==> src/rtl/frogger_game_fsm_if.sv <==
// Game-state controller bundle: player/environment events in, game status out.
// The controller attaches through the slave modport. The stimulus or upstream
// side attaches through the master modport.
interface frogger_game_fsm_if;
    logic       i_Start;
    logic       i_Collided;
    logic       i_Drowned;
    logic [6:0] i_Score;
    logic       o_Game_Active;
    logic [2:0] o_Lives;
    logic [2:0] o_Level;
    logic [2:0] o_State;
    logic       o_Score_Clr;
    logic       o_Death_Pulse;
    logic       o_Game_Over;

    modport slave (
        input  i_Start, i_Collided, i_Drowned, i_Score,
        output o_Game_Active, o_Lives, o_Level, o_State,
        output o_Score_Clr, o_Death_Pulse, o_Game_Over
    );

    modport master (
        output i_Start, i_Collided, i_Drowned, i_Score,
        input  o_Game_Active, o_Lives, o_Level, o_State,
        input  o_Score_Clr, o_Death_Pulse, o_Game_Over
    );
endinterface

==> src/rtl/frogger_game_fsm.sv <==
// Frogger game-state controller.
// This block sequences the game through IDLE, PLAYING, DYING, LEVEL_UP, OVER and WIN.
// It tracks lives, the level and the per-level score target.
// It also times the death and level-up freezes.
// Optional build macro FROGGER_EXTRA_LIFE_EN: when defined, every level-up
// grants one extra life, saturating at 7.
// Output pulses are registered, so each one coincides with the first cycle of
// its new state.
module frogger_game_fsm #(
    parameter int c_LIVES         = 3,
    parameter int c_WIN_SCORE     = 2,
    parameter int c_FREEZE_CYCLES = 25000000,
    parameter int c_LEVEL_MAX     = 3
) (
    input  logic               i_Clk,
    input  logic               i_Rst_L,
    frogger_game_fsm_if.slave  game
);

    localparam int c_CNT_W = $clog2(c_FREEZE_CYCLES);

    typedef enum logic [2:0] {
        ST_IDLE     = 3'd0,
        ST_PLAYING  = 3'd1,
        ST_DYING    = 3'd2,
        ST_LEVEL_UP = 3'd3,
        ST_OVER     = 3'd4,
        ST_WIN      = 3'd5
    } state_t;

    state_t               r_State, w_State_Next;
    logic [2:0]           r_Lives, w_Lives_Next;
    logic [2:0]           r_Level, w_Level_Next;
    logic [6:0]           r_Target, w_Target_Next;
    logic [c_CNT_W-1:0]   r_Count, w_Count_Next;
    logic                 r_Score_Clr, w_Score_Clr_Next;
    logic                 r_Death_Pulse, w_Death_Pulse_Next;
    logic                 r_Start;
    logic                 r_Armed;

    logic                 w_Start_Edge;
    logic                 w_Hit;
    logic                 w_Freeze_Done;
    logic [7:0]           w_Target_Sum;
    logic [6:0]           w_Target_Inc;

    // r_Armed stays low for the first clock after reset release.
    // During that clock r_Start loads the current switch level.
    // As a result, a switch already held high through reset does not start a game.
    assign w_Start_Edge  = game.i_Start & ~r_Start & r_Armed;
    assign w_Hit         = game.i_Collided | game.i_Drowned;
    assign w_Freeze_Done = (r_Count == c_CNT_W'(c_FREEZE_CYCLES - 1));
    assign w_Target_Sum  = {1'b0, r_Target} + 8'(c_WIN_SCORE);
    assign w_Target_Inc  = w_Target_Sum[7] ? 7'd127 : w_Target_Sum[6:0];

`ifdef FROGGER_EXTRA_LIFE_EN
    logic [2:0] w_Lives_Inc;
    assign w_Lives_Inc = (r_Lives == 3'd7) ? r_Lives : r_Lives + 3'd1;
`endif

    // State and datapath registers; an asynchronous reset aborts any freeze at once.
    // NOTE: sequential state uses non-blocking (<=) so every register samples pre-edge values.
    always_ff @(posedge i_Clk or negedge i_Rst_L) begin
        if (!i_Rst_L) begin
            r_State       <= ST_IDLE;
            r_Lives       <= 3'(c_LIVES);
            r_Level       <= 3'd0;
            r_Target      <= 7'(c_WIN_SCORE);
            r_Count       <= '0;
            r_Score_Clr   <= 1'b0;
            r_Death_Pulse <= 1'b0;
            r_Start       <= 1'b0;
            r_Armed       <= 1'b0;
        end else begin
            r_State       <= w_State_Next;
            r_Lives       <= w_Lives_Next;
            r_Level       <= w_Level_Next;
            r_Target      <= w_Target_Next;
            r_Count       <= w_Count_Next;
            r_Score_Clr   <= w_Score_Clr_Next;
            r_Death_Pulse <= w_Death_Pulse_Next;
            r_Start       <= game.i_Start;
            r_Armed       <= 1'b1;
        end
    end

    // Next-state and datapath update for each game state.
    always_comb begin
        // NOTE: every output of this block gets a default first, so no path can infer a latch.
        w_State_Next       = r_State;
        w_Lives_Next       = r_Lives;
        w_Level_Next       = r_Level;
        w_Target_Next      = r_Target;
        w_Count_Next       = r_Count;
        w_Score_Clr_Next   = 1'b0;
        w_Death_Pulse_Next = 1'b0;

        case (r_State)
            ST_IDLE, ST_OVER, ST_WIN: begin
                if (w_Start_Edge) begin
                    w_State_Next     = ST_PLAYING;
                    w_Lives_Next     = 3'(c_LIVES);
                    w_Level_Next     = 3'd1;
                    w_Target_Next    = 7'(c_WIN_SCORE);
                    w_Score_Clr_Next = 1'b1;
                end
            end

            ST_PLAYING: begin
                if (w_Hit) begin
                    // PLAYING always holds at least one life, so the guard never blocks a death.
                    if (r_Lives != 3'd0)
                        w_Lives_Next = r_Lives - 3'd1;
                    w_Death_Pulse_Next = 1'b1;
                    w_Count_Next       = '0;
                    w_State_Next       = ST_DYING;
                end else if (game.i_Score >= r_Target) begin
                    if (r_Level == 3'(c_LEVEL_MAX)) begin
                        w_State_Next = ST_WIN;
                    end else begin
                        w_Level_Next  = r_Level + 3'd1;
                        w_Target_Next = w_Target_Inc;
                        w_Count_Next  = '0;
                        w_State_Next  = ST_LEVEL_UP;
`ifdef FROGGER_EXTRA_LIFE_EN
                        w_Lives_Next  = w_Lives_Inc;
`endif
                    end
                end
            end

            ST_DYING: begin
                w_Count_Next = r_Count + c_CNT_W'(1);
                if (w_Freeze_Done)
                    w_State_Next = (r_Lives == 3'd0) ? ST_OVER : ST_PLAYING;
            end

            ST_LEVEL_UP: begin
                w_Count_Next = r_Count + c_CNT_W'(1);
                if (w_Freeze_Done)
                    w_State_Next = ST_PLAYING;
            end

            default: begin
                w_State_Next = ST_IDLE;
            end
        endcase
    end

    assign game.o_Game_Active = (r_State == ST_PLAYING);
    assign game.o_Game_Over   = (r_State == ST_OVER) || (r_State == ST_WIN);
    assign game.o_State       = r_State;
    assign game.o_Lives       = r_Lives;
    assign game.o_Level       = r_Level;
    assign game.o_Score_Clr   = r_Score_Clr;
    assign game.o_Death_Pulse = r_Death_Pulse;

endmodule

==> src/flat_wrapper.sv <==
// flat-port wrapper written by rule: the top's interface ports become plain ports
module frogger_game_fsm_flat 
#(
    parameter int c_LIVES         = 3,
    parameter int c_WIN_SCORE     = 2,
    parameter int c_FREEZE_CYCLES = 25000000,
    parameter int c_LEVEL_MAX     = 3
)
  (i_Clk, i_Rst_L, game_i_Start, game_i_Collided, game_i_Drowned, game_i_Score, game_o_Game_Active, game_o_Lives, game_o_Level, game_o_State, game_o_Score_Clr, game_o_Death_Pulse, game_o_Game_Over);
  frogger_game_fsm_if game_i ();
  input  logic i_Clk;
  input  logic i_Rst_L;
  input wire logic [$bits(game_i.i_Start)-1:0] game_i_Start;
  input wire logic [$bits(game_i.i_Collided)-1:0] game_i_Collided;
  input wire logic [$bits(game_i.i_Drowned)-1:0] game_i_Drowned;
  input wire logic [$bits(game_i.i_Score)-1:0] game_i_Score;
  output wire logic [$bits(game_i.o_Game_Active)-1:0] game_o_Game_Active;
  output wire logic [$bits(game_i.o_Lives)-1:0] game_o_Lives;
  output wire logic [$bits(game_i.o_Level)-1:0] game_o_Level;
  output wire logic [$bits(game_i.o_State)-1:0] game_o_State;
  output wire logic [$bits(game_i.o_Score_Clr)-1:0] game_o_Score_Clr;
  output wire logic [$bits(game_i.o_Death_Pulse)-1:0] game_o_Death_Pulse;
  output wire logic [$bits(game_i.o_Game_Over)-1:0] game_o_Game_Over;
  assign game_i.i_Start = game_i_Start;
  assign game_i.i_Collided = game_i_Collided;
  assign game_i.i_Drowned = game_i_Drowned;
  assign game_i.i_Score = game_i_Score;
  assign game_o_Game_Active = game_i.o_Game_Active;
  assign game_o_Lives = game_i.o_Lives;
  assign game_o_Level = game_i.o_Level;
  assign game_o_State = game_i.o_State;
  assign game_o_Score_Clr = game_i.o_Score_Clr;
  assign game_o_Death_Pulse = game_i.o_Death_Pulse;
  assign game_o_Game_Over = game_i.o_Game_Over;
  frogger_game_fsm #(.c_LIVES(c_LIVES), .c_WIN_SCORE(c_WIN_SCORE), .c_FREEZE_CYCLES(c_FREEZE_CYCLES), .c_LEVEL_MAX(c_LEVEL_MAX)) u_core (.i_Clk(i_Clk), .i_Rst_L(i_Rst_L), .game(game_i));
endmodule
==> config.mk <==
export PLATFORM = sky130hd
export DESIGN_NAME = frogger_game_fsm_flat
export DESIGN_NICKNAME = d
export VERILOG_FILES = /design/src/rtl/frogger_game_fsm_if.sv /design/src/rtl/frogger_game_fsm.sv /design/src/flat_wrapper.sv
export SDC_FILE = /design/constraint.sdc
export NUM_CORES = 1
export LEC_CHECK = 0
export CAP_MARGIN = 20
export CORE_MARGIN = 1.5
export CORE_UTILIZATION = 50
export DETAILED_ROUTE_END_ITERATION = 12
export PLACE_DENSITY = 0.71
export SYNTH_ARGS = -nofsm -noshare
export SYNTH_HDL_FRONTEND = slang
export SYNTH_SLANG_ARGS = --single-unit
==> constraint.sdc <==
create_clock -name i_Clk -period 3.24 [get_ports i_Clk]
set_clock_uncertainty 0.1 [all_clocks]
set_input_delay 0.972 -clock i_Clk [delete_from_list [all_inputs] [get_ports i_Clk]]
set_output_delay 0.972 -clock i_Clk [all_outputs]
set_load 0.02 [all_outputs]
==> metrics.md <==
| Metric | Value |
|---|---|
| Status | `complete, no violations` |
| Routed len/inst | `roughly 14 um` |
| Slew HR | `around 39%` |
| Via density | `5.88` |
| Die area | `5570 um^2` |
| Biggest cell delay along the critical path | `0.60 ns` |
| Global-route wire length before repair | `~10000 um` |
| Final Critical Period | `between 3 and 4 ns` |
| Gr ovfl total | `0` |
| Number of synthesis warnings | `0` |
| GPL Wtd Cong | `a little under 0.9` |
| R2R Path Start | `u_core.r_Count[2]` |
| Placed cell area | `approximately 2900 um^2` |
| Syn avg cell area | `around 8.7 um^2` |
| CTS buffer count | `5` |
| Slew Limit Fails | `0` |
| Unique cell type count in the Yosys netlist | `49` |
| Placement row count | `25` |
| Initial DRC count | `~150` |
| Gr usage total | `between 20% and 30%` |
| Sequential-to-total area share from yosys stat | `between 40 and 50%` |
| Period utilization | `about 97%` |
| Crit path cell chain | `or3b_2 -> inv_1 -> clkdlybuf4s50_1` |
| Max Fclk | `318 MHz` |
| Buf/Inv on CP | `2` |
| Antenna Nets Post-Route | `0` |
| Leakage | `about 1.3 nW` |
| Mapped Area | `roughly 2600 um^2` |
| Mapped Cells | `a little under 300` |
| Footprint of the multi-input gates | `roughly 1300 um^2` |
| Dpl hpwl | `between 4000 and 5000 um` |
| H-tree lvl count | `2` |
| Least-Margin Pin Slew | `just over 0.9 ns` |
| Startpoint types | `flip-flop` |
| Setup CP Type | `flip-flop to primary output` |
| Top delay family on crit path | `buffers and inverters` |
| Post-CTS Hold Buffers | `0` |
| Port buffer count | `24` |
| Number of remaining DRC errors | `0` |
| Die Wd | `74.6 um` |
| Clk_lat worst skew | `a little under 0.3 ns` |
| Number of fill cells | `456` |
| Critical path arrival | `2.07 ns` |
| Syn_nets | `between 300 and 400` |
| Register area | `about 1100 um^2` |
| Ant. Diodes | `0` |
| Layout cell share with drive strength beyond 1 | `roughly 11%` |
| Clk sinks | `45` |
| Critical Path RT | `~2.2 ns` |
| DR vias | `approximately 2300` |
| Area of the core | `a little under 5000 um^2` |
| RSZ-0062 raised after global routing | `false` |
| Nets | `351` |
| Final wirelength | `5640 um` |
| Starting Density | `a little over half` |
| Worst VDD drop | `~430 uV` |
| I/O pin total | `25` |
| Worst Setup End Kind | `primary output` |
| Flops & latches, synth | `45` |
| Worst Hold Launch | `u_core.r_Count[21]` |
| P&R area growth vs syn | `18.0%` |
| Hold Slack | `0.398 ns` |
| Post-CTS setup buffers | `0` |
| Crit-path slowest cell | `clkdlybuf4s50_1` |
| Initial antenna violation count | `0` |
| Final setup fails | `0` |
| HP Class | `flip-flop to flip-flop` |
| Top FF cell, synth | `dfrtp_1` |
| Most frequent cells in the layout | `dfrtp_1, nor2_1, o21ai_0, a21oi_1, clkdlybuf4s50_1` |
| EDFF count, synth | `0` |
| CTS tree | `built` |
| Hold Vio Cnt, Final | `0` |
| Async set or reset register ratio after synthesis | `between 90% and 100%` |
| Worst setup startpoint | `u_core.game.o_State[2]` |
| Largest net degree at the start of global routing | `26` |
| CP max FO | `9` |
| Drt pass-1 iters | `4` |
| # resized after CTS | `0` |
| Maxcap violations | `0` |
| Overall die height | `around 75 um` |
| Commonest non-fill, non-tap cell in the layout | `dfrtp_1` |
| Worst-path clk slew | `~0.09 ns` |
| Number of global-route vias before repair | `between 2000 and 2500` |
| Post-route cell area | `roughly 3000 um^2` |
| Cell Pwr Density | `about 670 nW/um^2` |
| Longest Clk Path Bufs | `2` |
| Clock root cell | `clkbuf_8` |
-- state kept, by name (all words and copies together) (netlist names) --
signal	flops
u_core.r_Count	25
u_core.r_Target	7
u_core.game.o_Level	3
u_core.game.o_Lives	3
u_core.game.o_State	3
u_core.game.o_Death_Pulse	1
u_core.game.o_Score_Clr	1
u_core.r_Armed	1
u_core.r_Start	1
-- through the flow --
stage | utilization (%) | instances | setup WS [ns] | total power [mW] | setup TNS [ns]
after floorplan | - | 295 | 0.208 | 1.41 | 0
after global placement | 60.9 | 386 | -0.0124 | 1.64 | -0.0124
after detailed placement | 60.9 | 386 | -0.0786 | 1.67 | -0.218
after CTS | 62.9 | 394 | 0.0843 | 2.04 | 0
after global routing | 62.9 | 394 | 0.0439 | 2.20 | 0
final | 62.9 | 394 | 0.0994 | 2.03 | 0
-- worst reg2reg max path, delay by kind of cell, from the launching register on --
kind | cells | cell delay, ns
flops | 1 | 0.42
compound gates | 3 | 0.48
simple gates | 3 | 1.27
-- synthesized netlist by cell type, types with 2 or more instances --
| master | instances | area [um^2] |
|---|---|---|
| a21oi_1 | 26 | 130 |
| a22oi_1 | 2 | 15.0 |
| a31oi_1 | 10 | 62.6 |
| and3_1 | 5 | 31.3 |
| buf_2 | 2 | 10.0 |
| clkbuf_1 | 8 | 30.0 |
| dfrtp_1 | 42 | 1050 |
| dfstp_2 | 3 | 78.8 |
| ha_1 | 13 | 163 |
| inv_1 | 16 | 60.1 |
| nand2_1 | 19 | 71.3 |
| nand2b_1 | 7 | 43.8 |
| nand3_1 | 14 | 70.1 |
| nand4_1 | 6 | 37.5 |
| nor2_1 | 41 | 154 |
| nor2b_1 | 4 | 25.0 |
| nor3_1 | 5 | 25.0 |
| nor4_1 | 5 | 31.3 |
| nor4_2 | 2 | 25.0 |
| o21ai_0 | 33 | 165 |
| o22ai_1 | 2 | 12.5 |
| o31ai_1 | 3 | 22.5 |
-- final timing paths --
check	to	cells past startpoint	slack, ns
setup / recovery	game_o_Game_Active	3	0.1
hold / removal	u_core.r_Count[21]	1	0.40
setup reg to reg	u_core.r_Count[23]	6	0.83
hold reg to reg	u_core.r_Count[21]	1	0.40
max in group asynchronous	u_core.r_Count[10]	2	1.91
min in group asynchronous	u_core.r_Count[18]	1	0.56
-- power by group --
group	internal (mW)	switching (mW)
combinational	0.316	0.335
sequential	0.771	0.240
clock	0.173	0.190
-- final cells by class --
class / instances / area share [%]
Clock buffer: 6 / 2.73
Tap cell: 67 / 2.77
Timing Repair Buffer: 34 / 10.7
Inverter: 16 / 1.98
Multi-Input combinational cell: 224 / 44.1
Clock inverter: 2 / 0.455
Sequential cell: 45 / 37.3
-- layer usage --
metal	vias to the layer above	routed length, um	share of wire [%]	GRT usage [%]
li1	1127	-	-	-
met1	1117	2770	49	34.2
met2	63	2510	45	34.6
met3	9	295	5.2	4.28
met4	0	61	1.1	6.46
met5	-	0	0	0
-- cells by family (layout without fill, tap and decap cells) --
| group | Yosys count | in the layout | synth area share, % |
|---|---|---|---|
| XOR/XNOR | 1 | 1 | 0.342 |
| buffers and inverters | 26 | 58 | 3.90 |
| AND/OR/NAND/NOR | 117 | 117 | 23.1 |
| adder cells (fa/ha/maj) | 13 | 13 | 6.34 |
| flip-flops | 45 | 45 | 44.0 |
| multiplexers | 1 | 1 | 0.439 |
| other | 1 | 1 | 0.146 |
| AO/OA/AOI/OAI | 91 | 91 | 21.7 |
Note: power is estimated with default switching activity, not from simulation.
